### src/rtl/alu_64bit.sv
// Registered 64-bit ALU execute stage: NOR, XOR, add-with-carry, subtract-with-carry.
// Latency: 1 cycle from an accepted input (in_valid) to s/cout/flags/out_valid.
// Backpressure: none; one operation per cycle, and results hold while in_valid is low.
// Optional flags: define ALU64_FLAGS_EN to compute and register zero/ovf; otherwise both are tied to 0.
module alu_64bit (
  input  logic        clk,
  input  logic        rst,
  input  logic        in_valid,
  input  logic [63:0] a,
  input  logic [63:0] b,
  input  logic        cin,
  input  logic [1:0]  op,
  output logic [63:0] s,
  output logic        cout,
  output logic        out_valid,
  output logic        zero,
  output logic        ovf
);

  typedef enum logic [1:0] {
    OP_NOR = 2'b00,
    OP_XOR = 2'b01,
    OP_ADD = 2'b10,
    OP_SUB = 2'b11
  } op_e;

  op_e         w_op;
  logic        w_is_arith;
  logic [63:0] w_b_eff;
  logic [64:0] w_sum;
  logic [63:0] w_res;
  logic        w_cout;

  logic [63:0] r_s;
  logic        r_cout;
  logic        r_out_valid;

  assign w_op       = op_e'(op);
  assign w_is_arith = op[1];

  // Subtraction reuses the single adder by inverting B; a true a - b needs cin = 1.
  assign w_b_eff = (w_op == OP_SUB) ? ~b : b;
  assign w_sum   = {1'b0, a} + {1'b0, w_b_eff} + {64'd0, cin};

  // Result mux: logic ops bypass the adder and never produce a carry.
  always_comb begin
    w_res  = 64'd0;
    w_cout = 1'b0;
    case (w_op)
      OP_NOR: w_res = ~(a | b);
      OP_XOR: w_res = a ^ b;
      OP_ADD, OP_SUB: begin
        w_res  = w_sum[63:0];
        w_cout = w_sum[64];
      end
      default: begin
        w_res  = 64'd0;
        w_cout = 1'b0;
      end
    endcase
  end

  // Output registers: reset clears, an accepted op loads, otherwise hold; out_valid pulses once per op.
  always_ff @(posedge clk) begin
    if (rst) begin
      r_s         <= 64'd0;
      r_cout      <= 1'b0;
      r_out_valid <= 1'b0;
    end else begin
      r_out_valid <= in_valid;
      if (in_valid) begin
        r_s    <= w_res;
        r_cout <= w_cout;
      end
    end
  end

  assign s         = r_s;
  assign cout      = r_cout;
  assign out_valid = r_out_valid;

`ifdef ALU64_FLAGS_EN
  logic w_zero;
  logic w_ovf;
  logic r_zero;
  logic r_ovf;

  // Signed overflow: both adder inputs agree in sign but the result sign differs.
  assign w_zero = (w_res == 64'd0);
  assign w_ovf  = w_is_arith & (a[63] == w_b_eff[63]) & (w_sum[63] != a[63]);

  // Flag registers follow the same load/hold/reset rules as the result.
  always_ff @(posedge clk) begin
    if (rst) begin
      r_zero <= 1'b0;
      r_ovf  <= 1'b0;
    end else if (in_valid) begin
      r_zero <= w_zero;
      r_ovf  <= w_ovf;
    end
  end

  assign zero = r_zero;
  assign ovf  = r_ovf;
`else
  assign zero = 1'b0;
  assign ovf  = 1'b0;
`endif

endmodule

### config.mk
export PLATFORM = sky130hd
export DESIGN_NAME = alu_64bit
export DESIGN_NICKNAME = d
export VERILOG_FILES = /design/src/rtl/alu_64bit.sv
export SDC_FILE = /design/constraint.sdc
export NUM_CORES = 1
export LEC_CHECK = 0
export CAP_MARGIN = 10
export CORE_ASPECT_RATIO = 0.7
export CORE_MARGIN = 2
export CORE_UTILIZATION = 45
export CTS_CLUSTER_SIZE = 14
export DETAILED_ROUTE_END_ITERATION = 7
export GPL_ROUTABILITY_DRIVEN = 1
export GPL_TIMING_DRIVEN = 0
export PLACE_DENSITY = 0.76
export SYNTH_ARGS = -nofsm -noshare
export SYNTH_HDL_FRONTEND = slang
export SYNTH_SLANG_ARGS = --single-unit
export TNS_END_PERCENT = 50
### constraint.sdc
create_clock -name clk -period 10.5 [get_ports clk]
set_input_delay 1.05 -clock clk [delete_from_list [all_inputs] [get_ports clk]]
set_output_delay 1.05 -clock clk [all_outputs]
set_load 0.05 [all_outputs]
==> flow_metrics.tcl, run 1 <==
set metrics [dict create \
    clk_pin_slew_ns 0.06 \
    synth_ff_type "dfxtp_1" \
    maxCapViolations 0 \
    whs_endpoint "s[52]$_SDFFE_PP0P_" \
    syn_area_mm2 0.00942 \
    comb_power_share_pct 58.4 \
    finalHoldViolCount 0 \
    worstHoldStart "s[52]$_SDFFE_PP0P_" \
    arrival_ns 7.15 \
    intPower_uw 777 \
    fin_util_pct 58.2 \
    cts_tree "done" \
    synth_xor_area_share_pct 10.5 \
    grt_max_degree 11 \
    gp_congestion 0.992 \
    rows 44 \
    p_per_area_mw_per_mm2 119 \
    syn_inst 1267 \
    hp-class "reg2reg" \
    dieWidth_um 177 \
    power.leakage_uw 0.00546 \
    post-place-ws_ns 3.43 \
    ios 202 \
    crit_path_end_kind "register" \
    dpl.hpwl_um 29100 \
    period_minus_slack_ns 6.86 \
    synth_top_area_share_pct 16.9 \
    area.growth.synth_to_final_pct 27.6 \
    multiInputGateArea_mm2 0.00726 \
    r2r-start "cout$_SDFFE_PP0P_" \
    drc 0 \
    insertion_delay_ns 0.35 \
    vias 10100 \
    async_flop_share_pct 0 \
    via_per_inst 5.77 \
    switching_share_pct 45.7 \
    yosys.area_share.adder_pct 17.3 \
    htree_num_levels 3 \
    cts.repair.resized 0 \
    power_uw 1430 \
    muxShareOfSynthArea_pct 8.57 \
    synth-compound-area-share_pct 25.1 \
    synth_top_area_cell "ha_1" \
    cts_setup_buffers 0 \
    regArea_mm2 0.00132 \
    cts_made_buffers 9 \
    syn_area_per_cell_um2 7.43 \
    crit_fanout 10 \
    p_clk_share_pct 21.1 \
    numClockSinks 66 \
    maxSlewViolCount 0 \
    numPortBuffers 197 \
    fillers 1976 \
    timing.fmax_mhz 146 \
    grt_pass1_wl_um 54300 \
    period_share_pct 65.4 \
    drtIter0Drc 1072 \
    yosysWarningCount 0 \
    diodes 0 \
    dr.pass1.iters 6 \
    synth_area_leaders "ha_1, dfxtp_1, xnor2_1" \
    clock_skew_ns 0 \
    cts-root-buf "clkbuf_16" \
    tightest_slew_ns 1.16 \
    ys_seq_area_share_pct 14.0 \
    r2r_slack_ns 9.43 \
    grt_antenna_before_repair 0 \
    start_util_pct 45.6 \
    reg2reg_depth 2 \
    p_seq_share_pct 20.5 \
    synth.distinct_cells 83 \
    grt_overflow 0 \
    wl_per_cell_um 20.4 \
    finalSetupViolations 0 \
    tns_ns 0 \
    core_region_area_mm2 0.0206 \
    rsz0062_at_grt "no" \
    ys_ff_latch 66 \
    synth-edff-count 0 \
    cp.required_ns 10.79 \
    relSlewSlack_pct 22.7 \
    drtAntennaViolNets 0 \
    synth_top_family_by_area "compound AO/OA/AOI/OAI gates" \
    netSwitchingPower_uw 654 \
    track_usage_pct 31.9 \
    dieArea_mm2 0.0221 \
    crit_type "in2reg" \
    first_global_vias 9577 \
    fin_nets 1739 \
    layout_setup_ws_ns 3.64 \
    cts.path.max_buffers 2 \
    synthSimpleGateAreaFrac_pct 15.5 \
    wl_um 35700 \
    die_h_um 125 \
    vdd_drop_max_v 0.0000781 \
    hold-path-cell-count 2 \
    status "completed" \
    r2r-end "cout$_SDFFE_PP0P_" \
    holdBufCountCts 0 \
    drive_above_1_share_pct 5.54 \
    worst_setup_path_start_kind "input pin" \
]
[metal layers]
| layer | share of wire [%] | track usage [%] | routed length [um] |
|---|---|---|---|
| met5 | 0 | 0 | 0 |
| met4 | 2.0 | 8.56 | 704 |
| met3 | 11 | 7.94 | 4060 |
| met2 | 38 | 43.6 | 13500 |
| met1 | 49 | 48.7 | 17400 |
[worst max path at each step]
stage                     startpoint            endpoint  slack (ns)  cells after the start
final                          op[0]  s[60]$_SDFFE_PP0P_        3.64                     18
after global routing           op[0]   cout$_SDFFE_PP0P_        3.49                     18
after CTS                      op[0]  s[60]$_SDFFE_PP0P_        3.77                     18
after detailed placement       op[0]  s[60]$_SDFFE_PP0P_        3.43                     18
after global placement         op[0]  s[60]$_SDFFE_PP0P_        3.45                     18
after floorplan                op[0]  s[60]$_SDFFE_PP0P_        5.25                     18
[layout by cell type, fill, tap and decap left out, types with 5 or more instances in the layout]
cell / count
clkbuf_1: 33
a21oi_2: 13
and3_1: 7
o21a_1: 8
o21bai_1: 12
o211ai_1: 13
inv_1: 147
o21ai_1: 16
nand3_1: 11
o221ai_1: 5
xor2_1: 16
nor2b_1: 10
nand2_1: 105
or3_1: 6
buf_2: 17
a21oi_1: 102
o21ai_0: 67
a211oi_1: 26
nand2b_1: 8
xnor2_1: 97
clkbuf_16: 9
nand4_1: 15
a21o_1: 25
dfxtp_1: 66
nor2_1: 109
ha_1: 127
mux2i_1: 78
nor3_1: 21
clkdlybuf4s50_1: 197
buf_1: 10
[through the flow]
step,cell area [um2],cells,hold slack [ns]
2_1_floorplan,9420,1268,0.664
3_3_place_gp,11700,1741,0.439
3_5_place_dp,11700,1741,0.447
4_1_cts,12000,1755,0.461
5_1_grt,12000,1755,0.478
6_report,12000,1755,0.452
[kinds of logic after synthesis]
| kind of cell | count (synthesis) |
|---|---|
| AOI/OAI and AO/OA | 347 |
| xor gates and xnor gates | 113 |
| adders and majority gates | 129 |
| buffers and inverters | 213 |
| DFF | 66 |
| muxes | 80 |
| other | 1 |
| and+or+nand+nor | 318 |
[synth_stat cells (all sizes together), types with 5 or more instances]
cell,count
inv,147
ha,127
a21oi,117
nor2,109
nand2,107
xnor2,97
o21ai,87
mux2i,78
dfxtp,66
clkbuf,34
buf,32
a211oi,27
a21o,25
nor3,23
nand4,16
o211ai,16
xor2,16
o21bai,13
nand3,11
nor2b,10
nand2b,8
o21a,8
and3,7
o31ai,7
or3,6
and2,5
o221ai,5
[flip-flops by register name, indices dropped and copies added, names as in the netlist]
register and flops:
out_valid 1, cout 1, s 64
[worst max-delay path, cell delays in order]
cell,delay [ns]
clkbuf_1,0.47
buf_1,0.85
buf_2,0.56
nand2_1,0.42
buf_2,0.41
xnor2_1,0.20
fa_1,0.41
fa_1,0.40
nand2b_1,0.24
a21oi_4,0.26
o21bai_4,0.13
a21oi_4,0.26
o21ai_4,0.16
o31ai_4,0.40
a41oi_2,0.23
o21ai_2,0.22
mux2_4,0.32
a21oi_2,0.12
[area by class of cell]
cell class	instances	area share, %
Sequential cell	66	11.0
Clock inverter	2	0.104
Clock buffer	12	2.22
Multi-Input combinational cell	989	60.4
Tap cell	276	2.87
Buffer	66	2.44
Inverter	147	4.59
Timing Repair Buffer	197	16.4
[power groups by stage]
stage | sequential [uW] | clock [uW] | combinational, uW
global placement | 297 | 0 | 804
detailed placement | 298 | 0 | 813
floorplan | 382 | 0 | 470
CTS | 293 | 305 | 817
global route | 296 | 312 | 899
finish | 293 | 303 | 835
No activity file was read; power rests on OpenSTA's default activity.
==> run 2, diff against run 1 <==
- PLACE_DENSITY: 0.76 -> 0.79
- clock period: 10.5 -> 5.95 ns (I/O delays scaled with it)
==> flow_metrics.tcl, run 2 (synthesized netlist as in run 1, its figures left out) <==
set metrics [dict create \
    status "completed" \
    maxSlewViolCount 0 \
    grt_pass1_wl_um 53800 \
    largest_register_ff_count 64 \
    grt_max_degree 13 \
    rows 44 \
    via_per_inst 5.76 \
    first_global_vias 9265 \
    reg2reg_depth 2 \
    r2r_slack_ns 4.87 \
    clock_skew_ns 0 \
    wl_um 35700 \
    die_h_um 125 \
    ios 202 \
    htree_num_levels 3 \
    cts_tree "done" \
    drive_above_1_share_pct 5.81 \
    finalHoldViolCount 0 \
    area.growth.synth_to_final_pct 28.7 \
    dr.pass1.iters 6 \
    dp.cells 1741 \
    period_minus_slack_ns 5.78 \
    clk_pin_slew_ns 0.06 \
    hold-path-cell-count 2 \
    crit_type "in2reg" \
    tightest_slew_ns 1.16 \
    core_region_area_mm2 0.0206 \
    start_util_pct 45.6 \
    rsz0062_at_grt "no" \
    drtIter0Drc 1165 \
    numPortBuffers 197 \
    r2r-start "cout$_SDFFE_PP0P_" \
    dpl.hpwl_um 28700 \
    whs_endpoint "s[54]$_SDFFE_PP0P_" \
    crit_fanout 10 \
    r2r-end "cout$_SDFFE_PP0P_" \
    cp.required_ns 6.24 \
    worstHoldStart "s[54]$_SDFFE_PP0P_" \
    worst_setup_path_start_kind "input pin" \
    numClockSinks 66 \
    finalSetupViolations 0 \
    final_cell_mix "clkdlybuf4s50_1, inv_1, ha_1" \
    fin_cells 1757 \
    insertion_delay_ns 0.35 \
    maxCapViolations 0 \
    grt_antenna_before_repair 0 \
    drc 0 \
    wl_per_cell_um 20.3 \
    dieArea_mm2 0.0221 \
    grt_overflow 0 \
    relSlewSlack_pct 22.4 \
    p_per_area_mw_per_mm2 222 \
    cts_made_buffers 9 \
    period_share_pct 97.1 \
    power.leakage_uw 0.00551 \
    cts-root-buf "clkbuf_16" \
    layout_commonest_cell "clkdlybuf4s50_1" \
    track_usage_pct 31.7 \
    timing.fmax_mhz 173 \
    arrival_ns 6.07 \
    cts_setup_buffers 0 \
    crit_path_end_kind "register" \
    cts.path.max_buffers 2 \
    holdBufCountCts 0 \
    hp-class "reg2reg" \
    gp_congestion 0.971 \
    vias 10100 \
    diodes 0 \
    drtAntennaViolNets 0 \
    dieWidth_um 177 \
    hold-worst-slack_ns 0.461 \
    vdd_drop_max_v 0.000128 \
    fin_nets 1739 \
]
run 2: report_power, final:
group | internal (uW) | switching (uW)
registers | 488 | 27.7
clock network | 465 | 243
logic | 573 | 898
run 2: per-layer routing:
| metal | part of all wire (%) | routed length [um] | track usage [%] | vias up |
|---|---|---|---|---|
| li1 | - | - | - | 4835 |
| met1 | 47 | 16900 | 47.3 | 4643 |
| met2 | 38 | 13700 | 43.8 | 563 |
| met3 | 12 | 4160 | 8.91 | 73 |
| met4 | 2.6 | 935 | 8.56 | 0 |
| met5 | 0 | 0 | 0 | - |
run 2: what timing repair did:
| action | in CTS | in global routing |
|---|---|---|
| gates resized for setup | 5 | 2 |
| setup endpoints to repair | 15 | 3 |
| endpoints found under the hold margin | 0 | 0 |
run 2: worst max-delay path, stage by stage:
cell,delay [ns]
clkdlybuf4s50_1,0.66
clkbuf_1,0.48
nand2_1,0.49
buf_2,0.44
xnor2_1,0.21
fa_1,0.41
fa_1,0.42
nand2b_1,0.24
a21oi_4,0.25
o21bai_4,0.11
a21oi_4,0.27
o21ai_4,0.16
o31ai_4,0.41
a41oi_2,0.23
o21ai_2,0.22
mux2_4,0.33
a21oi_2,0.12
run 2: stage by stage:
step / setup TNS, ns / utilization (%) / instance area (um2) / worst slack (ns) / power [uW]
floorplan: 0 / - / 9420 / 1.16 / 1500
global placement: -10.89 / 56.9 / 11700 / -0.775 / 1940
detailed placement: -11.96 / 56.9 / 11700 / -0.794 / 1960
CTS: 0 / 58.7 / 12100 / 0.106 / 2670
global route: 0 / 58.7 / 12100 / 0.0613 / 2830
finish: 0 / 58.7 / 12100 / 0.173 / 2690
run 2: worst max-delay path by stage:
stage / startpoint / end / slack [ns] / cells after the start
6_report: op[1] / s[60]$_SDFFE_PP0P_ / 0.17 / 17
5_1_grt: op[1] / s[60]$_SDFFE_PP0P_ / 0.06 / 17
4_1_cts: op[0] / s[60]$_SDFFE_PP0P_ / 0.11 / 18
3_3_place_gp: op[0] / s[60]$_SDFFE_PP0P_ / -0.77 / 18
3_5_place_dp: op[0] / s[60]$_SDFFE_PP0P_ / -0.79 / 18
2_1_floorplan: op[0] / s[60]$_SDFFE_PP0P_ / 1.16 / 18
run 2: final cells by class:
| class | instances | area [um2] |
|---|---|---|
| multi-input combinational | 989 | 7260 |
| buffer | 66 | 298 |
| clock buffer | 10 | 239 |
| inverter | 147 | 552 |
| tap | 276 | 345 |
| sequential | 66 | 1320 |
| fill | 1974 | 8520 |
| clock inverter | 6 | 138 |
| timing repair buffer | 197 | 1970 |
